<file path="src/rtl/pipe_field_engine.sv">
// Playfield engine: bird vertical physics, scrolling pipe channels with
// optional gap oscillation, and a saturating three-digit BCD score.
module pipe_field_engine #(
   parameter int unsigned NUM_PIPES  = 3,
   parameter int unsigned SCREEN_W   = 640,
   parameter int unsigned SCREEN_H   = 480,
   parameter int unsigned PIPE_W     = 45,
   parameter int unsigned GAP_H      = 100,
   parameter int unsigned PIPE_X0    = 350,
   parameter int unsigned PIPE_PITCH = 228,
   parameter int unsigned BIRD_X     = 135,
   parameter int unsigned BIRD_H     = 25,
   parameter int unsigned BIRD_Y0    = 215,
   parameter int unsigned GRAVITY    = 1,
   parameter int unsigned JUMP_VEL   = 6,
   parameter int unsigned MAX_FALL   = 8
) (
   input  logic                     clk,
   input  logic                     clr,
   input  logic                     tick_bird,
   input  logic                     tick_pipe,
   input  logic                     flap,
   input  logic                     osc_mode,
   input  logic                     hit,
   input  logic [8:0]               rand_in,
   output logic [8:0]               bird_y,
   output logic [10*NUM_PIPES-1:0]  pipe_x,
   output logic [6*NUM_PIPES-1:0]   pipe_w,
   output logic [9*NUM_PIPES-1:0]   pipe_gap_y,
   output logic [1:0]               state,
   output logic [11:0]              score
);
   localparam int unsigned Y_MAX    = SCREEN_H - BIRD_H;
   localparam int unsigned GAP_MAX  = SCREEN_H - GAP_H;
   localparam int unsigned GAP_INIT = GAP_MAX / 2;
   localparam int          PASS_X   = int'(BIRD_X) - int'(PIPE_W);

   localparam logic signed [10:0] Y_MAX_S    = 11'(Y_MAX);
   localparam logic signed [6:0]  GRAV_S     = 7'(GRAVITY);
   localparam logic signed [6:0]  MAX_FALL_S = 7'(MAX_FALL);
   localparam logic [5:0]         JUMP_NEG   = 6'(64 - JUMP_VEL);

   typedef enum logic [1:0] {
      S_IDLE = 2'b00,
      S_RUN  = 2'b01,
      S_DEAD = 2'b10
   } state_t;

   state_t state_q, state_d;
   logic   run, start, restart;

   logic [8:0]           y_q, y_d;
   logic [5:0]           vel_q, vel_d;
   logic                 pend_q;
   logic signed [10:0]   y_sum;
   logic signed [6:0]    vel_inc;
   logic [11:0]          score_q, score_inc;
   logic [NUM_PIPES-1:0] pass;

   // State register
   always_ff @(posedge clk or posedge clr) begin
      if (clr) state_q <= S_IDLE;
      else     state_q <= state_d;
   end

   // Next state and control strobes
   always_comb begin
      state_d = state_q;
      run     = 1'b0;
      start   = 1'b0;
      restart = 1'b0;
      case (state_q)
         S_IDLE: begin
            start = flap;
            if (flap) state_d = S_RUN;
         end
         S_RUN: begin
            run = 1'b1;
            if (hit || (y_q == 9'(Y_MAX))) state_d = S_DEAD;
         end
         S_DEAD: begin
            restart = flap;
            if (flap) state_d = S_IDLE;
         end
         default: state_d = S_IDLE;
      endcase
   end

   // Bird position clamp and velocity update
   always_comb begin
      y_sum   = $signed({2'b00, y_q}) + $signed({{5{vel_q[5]}}, vel_q});
      vel_inc = $signed({vel_q[5], vel_q}) + GRAV_S;
      y_d     = y_sum[8:0];
      if (y_sum < 11'sd0)        y_d = '0;
      else if (y_sum > Y_MAX_S)  y_d = 9'(Y_MAX);
      vel_d = vel_inc[5:0];
      if (pend_q || flap)              vel_d = JUMP_NEG;
      else if (vel_inc > MAX_FALL_S)   vel_d = MAX_FALL_S[5:0];
   end

   // Bird registers; a flap coinciding with tick_bird acts as pending
   always_ff @(posedge clk or posedge clr) begin
      if (clr) begin
         y_q    <= 9'(BIRD_Y0);
         vel_q  <= '0;
         pend_q <= 1'b0;
      end else if (restart) begin
         y_q    <= 9'(BIRD_Y0);
         vel_q  <= '0;
         pend_q <= 1'b0;
      end else if (run) begin
         if (tick_bird) begin
            y_q    <= y_d;
            vel_q  <= vel_d;
            pend_q <= 1'b0;
         end else if (flap) begin
            pend_q <= 1'b1;
         end
      end
   end

   for (genvar i = 0; i < NUM_PIPES; i++) begin : g_pipe
      localparam logic [9:0] X_INIT   = 10'(PIPE_X0 + i * PIPE_PITCH);
      localparam logic       DIR_INIT = 1'(i % 2);

      logic [9:0] x_q, x_d;
      logic [5:0] w_q, w_d;
      logic [8:0] g_q, g_d;
      logic       dn_q, dn_d;
      logic       respawn;

      // Scroll, shrink, respawn and gap oscillation for one channel
      always_comb begin
         x_d     = x_q;
         w_d     = w_q;
         g_d     = g_q;
         dn_d    = dn_q;
         respawn = (x_q == '0) && (w_q == '0);
         if (x_q != '0) begin
            x_d = x_q - 10'd1;
         end else if (w_q != '0) begin
            w_d = w_q - 6'd1;
         end else begin
            x_d = 10'(SCREEN_W);
            w_d = 6'(PIPE_W);
            g_d = (rand_in > 9'(GAP_MAX)) ? 9'(GAP_MAX) : rand_in;
         end
         if (osc_mode && !respawn) begin
            if (!dn_q) begin
               if (g_q == '0) begin
                  dn_d = 1'b1;
                  g_d  = 9'd1;
               end else begin
                  g_d = g_q - 9'd1;
               end
            end else begin
               if (g_q == 9'(GAP_MAX)) begin
                  dn_d = 1'b0;
                  g_d  = g_q - 9'd1;
               end else begin
                  g_d = g_q + 9'd1;
               end
            end
         end
      end

      // Channel registers, updated on tick_pipe while running
      always_ff @(posedge clk or posedge clr) begin
         if (clr) begin
            x_q  <= X_INIT;
            w_q  <= 6'(PIPE_W);
            g_q  <= 9'(GAP_INIT);
            dn_q <= DIR_INIT;
         end else if (restart) begin
            x_q  <= X_INIT;
            w_q  <= 6'(PIPE_W);
            g_q  <= 9'(GAP_INIT);
            dn_q <= DIR_INIT;
         end else if (run && tick_pipe) begin
            x_q  <= x_d;
            w_q  <= w_d;
            g_q  <= g_d;
            dn_q <= dn_d;
         end
      end

      assign pass[i]               = (PASS_X > 0) && (x_q == 10'(PASS_X));
      assign pipe_x[i*10 +: 10]    = x_q;
      assign pipe_w[i*6 +: 6]      = w_q;
      assign pipe_gap_y[i*9 +: 9]  = g_q;
   end

   // Saturating BCD increment of the score
   always_comb begin
      score_inc = score_q;
      if (score_q != 12'h999) begin
         if (score_q[3:0] != 4'd9) begin
            score_inc[3:0] = score_q[3:0] + 4'd1;
         end else begin
            score_inc[3:0] = 4'd0;
            if (score_q[7:4] != 4'd9) begin
               score_inc[7:4] = score_q[7:4] + 4'd1;
            end else begin
               score_inc[7:4]  = 4'd0;
               score_inc[11:8] = score_q[11:8] + 4'd1;
            end
         end
      end
   end

   // Score register: cleared on reset and on game start only
   always_ff @(posedge clk or posedge clr) begin
      if (clr)                           score_q <= '0;
      else if (start)                    score_q <= '0;
      else if (run && tick_pipe && |pass) score_q <= score_inc;
   end

   assign bird_y = y_q;
   assign state  = state_q;
   assign score  = score_q;
endmodule

</file>
<file path="config.mk">
export PLATFORM = sky130hd
export DESIGN_NAME = pipe_field_engine
export DESIGN_NICKNAME = d
export VERILOG_FILES = /design/src/rtl/pipe_field_engine.sv
export SDC_FILE = /design/constraint.sdc
export NUM_CORES = 1
export LEC_CHECK = 0
export ABC_AREA = 1
export ABC_CLOCK_PERIOD_IN_PS = 9700
export CAP_MARGIN = 10
export CORE_UTILIZATION = 35
export DETAILED_ROUTE_END_ITERATION = 8
export GPL_ROUTABILITY_DRIVEN = 0
export SETUP_SLACK_MARGIN = 0.1
export SLEW_MARGIN = 15
export SYNTH_ARGS = -nofsm -noshare
export SYNTH_HDL_FRONTEND = slang
export SYNTH_SLANG_ARGS = --single-unit
</file>
<file path="constraint.sdc">
create_clock -name clk -period 9.7 [get_ports clk]
set_clock_uncertainty 0.1 [all_clocks]
set_input_delay 1.455 -clock clk [delete_from_list [all_inputs] [get_ports clk]]
set_output_delay 1.455 -clock clk [all_outputs]
set_load 0.02 [all_outputs]
</file>
After elaboration in Yosys (flattened, before gate mapping)

Cells that the tools add are included.

Output and inout bits: 98
Input port bits: 16
Register bits after elaboration: 108
Word-level logic and storage cells: 221

Mux-type cells: 95
Magnitude comparators: 4
Eq/ne operators: 29
Add/sub/neg operators: 17
Reduce and logical (&&, ||, !) cells: 57

Operators by type and width:

| cell                                                                   | count |
|---|---|
| 9-bit 2-to-1 mux                                                       | 30 |
| 10-bit 2-to-1 mux                                                      | 12 |
| 6-bit 2-to-1 mux                                                       | 17 |
| 9-bit equality test, second input constant                             | 4 |
| 12-bit 2-to-1 mux                                                      | 3 |
| 10-bit by 7-bit equality test with 1-bit output, second input constant | 3 |
| 10-bit zero test                                                       | 3 |
| 10-bit nonzero test                                                    | 3 |
| 10-bit by 1-bit subtractor with 10-bit output, second input constant   | 3 |
| 9-bit by 1-bit adder with 9-bit output, second input constant          | 3 |
| 9-bit zero test                                                        | 3 |
| 9-bit by 1-bit subtractor with 9-bit output, second input constant     | 3 |
| 1-bit 2-to-1 mux                                                       | 25 |
| 2-bit AND reduction                                                    | 12 |
| 6-bit zero test                                                        | 3 |
| 3-bit by 2-bit != test with 1-bit output, second input constant        | 6 |
| 6-bit nonzero test                                                     | 3 |
| 6-bit by 1-bit subtractor with 6-bit output, second input constant     | 3 |
| 2-bit != test, second input constant                                   | 8 |
| 2-bit nonzero test                                                     | 8 |
| 3-bit AND reduction                                                    | 5 |
| 4-bit by 1-bit adder with 4-bit output, second input constant          | 3 |
| 4-bit 2-to-1 mux                                                       | 3 |
| 12-bit != test, second input constant                                  | 1 |
| 20 further kinds                                                       | 35 |

Depth between registers and ports, before layout

Depth after elaboration: 7
Depth in mapped cells: 14
Depth with buffers taken out: 14

Worst setup path before layout

No wires, ideal clock.

Path kind: input to register
From: input port flap
To: register g_pipe[2].x_q[3]
Data required time: 9.479 ns
Cell stages on the path: 11
Library setup time: 0.121 ns
Setup slack: 6.996 ns
Arrival: 2.482 ns
Path buffers: 0
Cell sequence: inv_1 -> nor2_4 -> inv_4 -> nand2_4 -> inv_2 -> a21oi_4 -> inv_2 -> nor2_4 -> inv_2 -> o21ai_1 -> a21oi_1

Word-level cells in the longest chain between the ends: 3
Elaborated cells on any way between the ends: 5
Those cells by class: eq/ne: 1; mux: 2; reduce/logical: 2

Ends and longest elaborated chain:

| what                                                                        | RTL line | text |
|---|---|---|
| start, declared                                                             | 22       | `input logic flap,` |
| 1-bit 2-to-1 mux (*)                                                        | 72       | `case (state_q)` |
| 3-bit != test (no source line) / 2-bit nonzero test (equally long branches) | -        |  |
| 2-bit AND reduction (no source line)                                        | -        |  |
| end signal, assigned                                                        | 170      | `x_q <= X_INIT;` |
| end signal, assigned                                                        | 175      | `x_q <= X_INIT;` |
| end signal, assigned                                                        | 180      | `x_q <= x_d;` |
| end, declared                                                               | 126      | `logic [9:0] x_q, x_d;` |

Every way passes the cells marked *; elsewhere a longest branch is shown, timed or not.
A chain may end at the register's enable or synchronous reset.

Worst setup path in the final report

From: input port flap
To: register g_pipe[1].g_q[3]

Word-level cells in the longest chain between the ends: 3
Elaborated cells on any way between the ends: 6
Those cells by class: eq/ne: 2; mux: 2; reduce/logical: 2

Ends and longest elaborated chain:

| what                                                                                                   | RTL line | text |
|---|---|---|
| 1-bit 2-to-1 mux (*)                                                                                   | 72       |  |
| 3-bit by 2-bit != test with 1-bit output (no source line) / 2-bit nonzero test (equally long branches) | -        |  |
| 3-bit AND reduction (no source line)                                                                   | -        |  |
| end signal, assigned                                                                                   | 172      | `g_q <= 9'(GAP_INIT);` |
| end signal, assigned                                                                                   | 177      | `g_q <= 9'(GAP_INIT);` |
| end signal, assigned                                                                                   | 182      | `g_q <= g_d;` |
| end, declared                                                                                          | 128      | `logic [8:0] g_q, g_d;` |

Marked as above.

==> flow_summary.yaml <==
critical_path:
  worst_path_largest_cell_delay_ns: 0.62
  critical_path.most_common_cell: "inv_1"
  cp_max_fo: 26
  data_arrival_time_of_the_critical_path_ns: 4.17
  cp_slowest_cell: "o21ai_1"
  cp.required_ns: 9.88
  nature_of_the_critical_path_endpoint: "flop"
  crit_type: "input port to flop"
  critical_path.cell_chain: "clkdlybuf4s50_1 -> inv_1 -> nor2_4 -> inv_4 -> nand2_4 -> inv_2 -> o21ai_1 -> inv_1 -> o21ai_0"
  critPathLaunchType: "input port"
routing:
  wl_met1_um: 11000
  drc: 0
  detailroute.wirelength.met2_um: 10100
  drt_iter0_drc: 454
  dr_wl_met3_um: 1120
  highest-signal-layer: "met4"
  viasPerCell: 5.04
  routed_wirelength_um: 22500
  via_count: 7749
  detail_route.first_pass.iterations: 4
  wl_per_cell_um: 14.7
  postRouteAntennaNets: 0
synth:
  yosys.cell_types.count: 48
  ys_warn_count: 0
  synth_mux_area_share_pct: 0
  yosys.area_share.simple_pct: 32.7
  largest_family_of_logic_cells_by_synthesized_area: "simple AND/OR/NAND/NOR gates"
  synthCells: 1143
  synth_compound_area_share_pct: 13.6
  synth-adder-area-share_pct: 6.20
  synth_seq_area_share_pct: 34.6
  synth-edff-count: 0
  async_flop_share_pct: 100
  synth_fp_nets: 1198
  yosys.area_share.xor_xnor_pct: 4.27
  postSynthAreaPerCell_um2: 6.99
  syn_area_um2: 7990
  ys_ff_latch: 108
  ys.flop_type: "dfrtp_1"
placement:
  dpl-instance-area_um2: 9400
  buffer_ports.inserted: 113
  dp_hpwl_um: 17200
timing:
  timing.hold.ws_ns: 0.400
  final_critical_delay_including_setup_and_external_delays_ns: 4.00
  fmaxAchievable_ghz: 0.250
  measured_slew_at_the_worst_slew_check_pin_ns: 0.757
  slew_viol_final: 0
  rsz0062_at_grt: "false"
  setup-violations-final: 0
  finalSetupTns_ns: 0
  timing.slew.headroom_pct: 49.2
  hold_viol: 0
  finalCritPeriodShare_pct: 41.2
layout:
  commonest_non_fill_non_tap_cell_in_the_layout: "nand2_1"
  num_antenna_cells: 0
  layout.nets: 1308
  layout.cells.most_common_list: "nand2_1, inv_1, nor2_1, clkdlybuf4s50_1, nand3_1"
  post_route_design_area_um2: 9660
  layout-area-overhead-vs-synth_pct: 20.9
  final_layout_size_suffix_gt1_share_pct: 10.6
clocking:
  worstSkewPairLatency_ns: 0.36
  path_clk_slew_ns: 0.07
  post_cts_hold_buffer_count: 0
  htree_num_levels: 3
  cts.repair_timing.setup_buffer_count: 0
  clk_root_buffer_cell: "clkbuf_16"
  post_cts_resize_count: 0
  cts-root-to-sink-buffers: 2
  clkSinkCount: 108
  numCtsBuffers: 9
  cts_tree: "built"
die:
  dieHeight_um: 153
  boundaryPins: 114
  fp.dieArea_um2: 23400
  dieWidth_um: 153
  initial_utilization_pct: 36.2
  row_count: 54
  placeableCoreArea_um2: 22100
run_status:
  outcome: "completed"
global_routing:
  antenna_found_initial: 0
  grt_pass1_wl_um: 37100
  first_global_vias: 7245
  globalRouteTotalUtil_pct: 19.5
  grt_max_degree: 59
  remaining_overflow_grt: 0
flow_run:
  max-cap-violations: 0
min_path:
  type_of_the_most_critical_hold_path: "flop to flop"
power_and_ir_drop:
  power.ir.vdd_worst_mv: 0.155
  power_per_cell_area_nw_per_um2: 327
  power.static_leakage_uw: 0.00451
-- area by class of cell --
class / instances / area, µm²
clock buffer: 12 / 236
clock inverter: 4 / 28.8
fill: 2241 / 12400
inverter: 158 / 598
multi-input combinational: 862 / 4540
sequential: 108 / 2770
tap: 280 / 350
timing repair buffer: 114 / 1140
-- sequential cells by signal, summed over array words and instances (netlist names) --
register	count
vel_q	6
score	12
g_pipe.x_q	30
g_pipe.dn_q	3
bird_y	9
g_pipe.g_q	27
g_pipe.w_q	18
pend_q	1
state	2
-- worst paths after layout --
| kind | from | endpoint | slack [ns] | depth (start not counted) |
|---|---|---|---|---|
| hold reg to reg | g_pipe[2].w_q[3] | g_pipe[2].w_q[3] | 0.40 | 2 |
| setup / recovery | flap | g_pipe[1].g_q[3] | 5.70 | 9 |
| min in group asynchronous | clr | score[5] | 1.44 | 2 |
| max in group asynchronous | clr | g_pipe[2].dn_q | 6.83 | 3 |
| hold / removal | g_pipe[2].w_q[3] | g_pipe[2].w_q[3] | 0.40 | 2 |
| setup reg to reg | state[0] | g_pipe[1].g_q[3] | 6.82 | 9 |
-- cells by family (layout without fill, tap and decap cells) --
kind of cell             Yosys count  in the layout
AND/OR/NAND/NOR                  593            593
AO/OA/AOI/OAI                    191            191
buffers and inverters            173            288
flip-flops                       108            108
adder cells (fa/ha/maj)           39             39
XOR/XNOR                          39             39
-- worst max-delay path: cells and delay by family --
family	cells	cell delay (ns)
compound gates	2	0.86
buf+inv	5	1.20
simple gates	2	0.63
-- layer usage --
layer | vias up | GRT usage [%]
li1 | 3953 | -
met2 | 181 | 30.7
met4 | 0 | 6.11
met3 | 20 | 2.64
met5 | - | 0
met1 | 3595 | 27.7
-- where the power goes --
| group | switching [µW] | internal (µW) |
|---|---|---|
| sequential | 288 | 708 |
| clock | 171 | 175 |
| combinational | 1090 | 731 |
| total | 1550 | 1610 |
-- Yosys cell counts, types with 2 or more instances --
cell | instances | area (µm²)
ha_1 | 38 | 475
buf_2 | 10 | 50.1
nor2_2 | 10 | 62.6
o21ai_1 | 16 | 80.1
o31ai_1 | 6 | 45.0
nor2_1 | 134 | 503
inv_2 | 15 | 56.3
o21ai_2 | 8 | 70.1
a21oi_1 | 47 | 235
nand2_4 | 2 | 22.5
nand3_2 | 4 | 40.0
nand3b_1 | 4 | 30.0
a22oi_1 | 4 | 30.0
dfstp_2 | 51 | 1340
a31oi_1 | 6 | 37.5
nand4_1 | 20 | 125
nor2_4 | 3 | 33.8
nand3_1 | 96 | 480
o22ai_1 | 7 | 43.8
o21ai_0 | 82 | 410
dfrtp_1 | 57 | 1430
nand2_2 | 11 | 68.8
nand2_1 | 272 | 1020
nor3_1 | 23 | 115
clkbuf_2 | 2 | 10.0
or2_2 | 6 | 37.5
buf_4 | 2 | 15.0
o211ai_1 | 8 | 60.1
nor3b_2 | 2 | 25.0
xor2_1 | 33 | 289
xnor2_1 | 6 | 52.6
inv_1 | 141 | 529
o21bai_1 | 2 | 15.0
-- through the flow --
stage / setup WS [ns] / util, % / total power [µW] / cells
floorplan: 5.38 / - / 2150 / 1143
global placement: 5.47 / 42.5 / 2800 / 1522
detailed placement: 5.32 / 42.5 / 2810 / 1522
CTS: 5.71 / 43.7 / 3180 / 1538
global route: 5.48 / 43.7 / 3440 / 1538
finish: 5.70 / 43.7 / 3160 / 1538
Power figures use the tool's default switching activity.
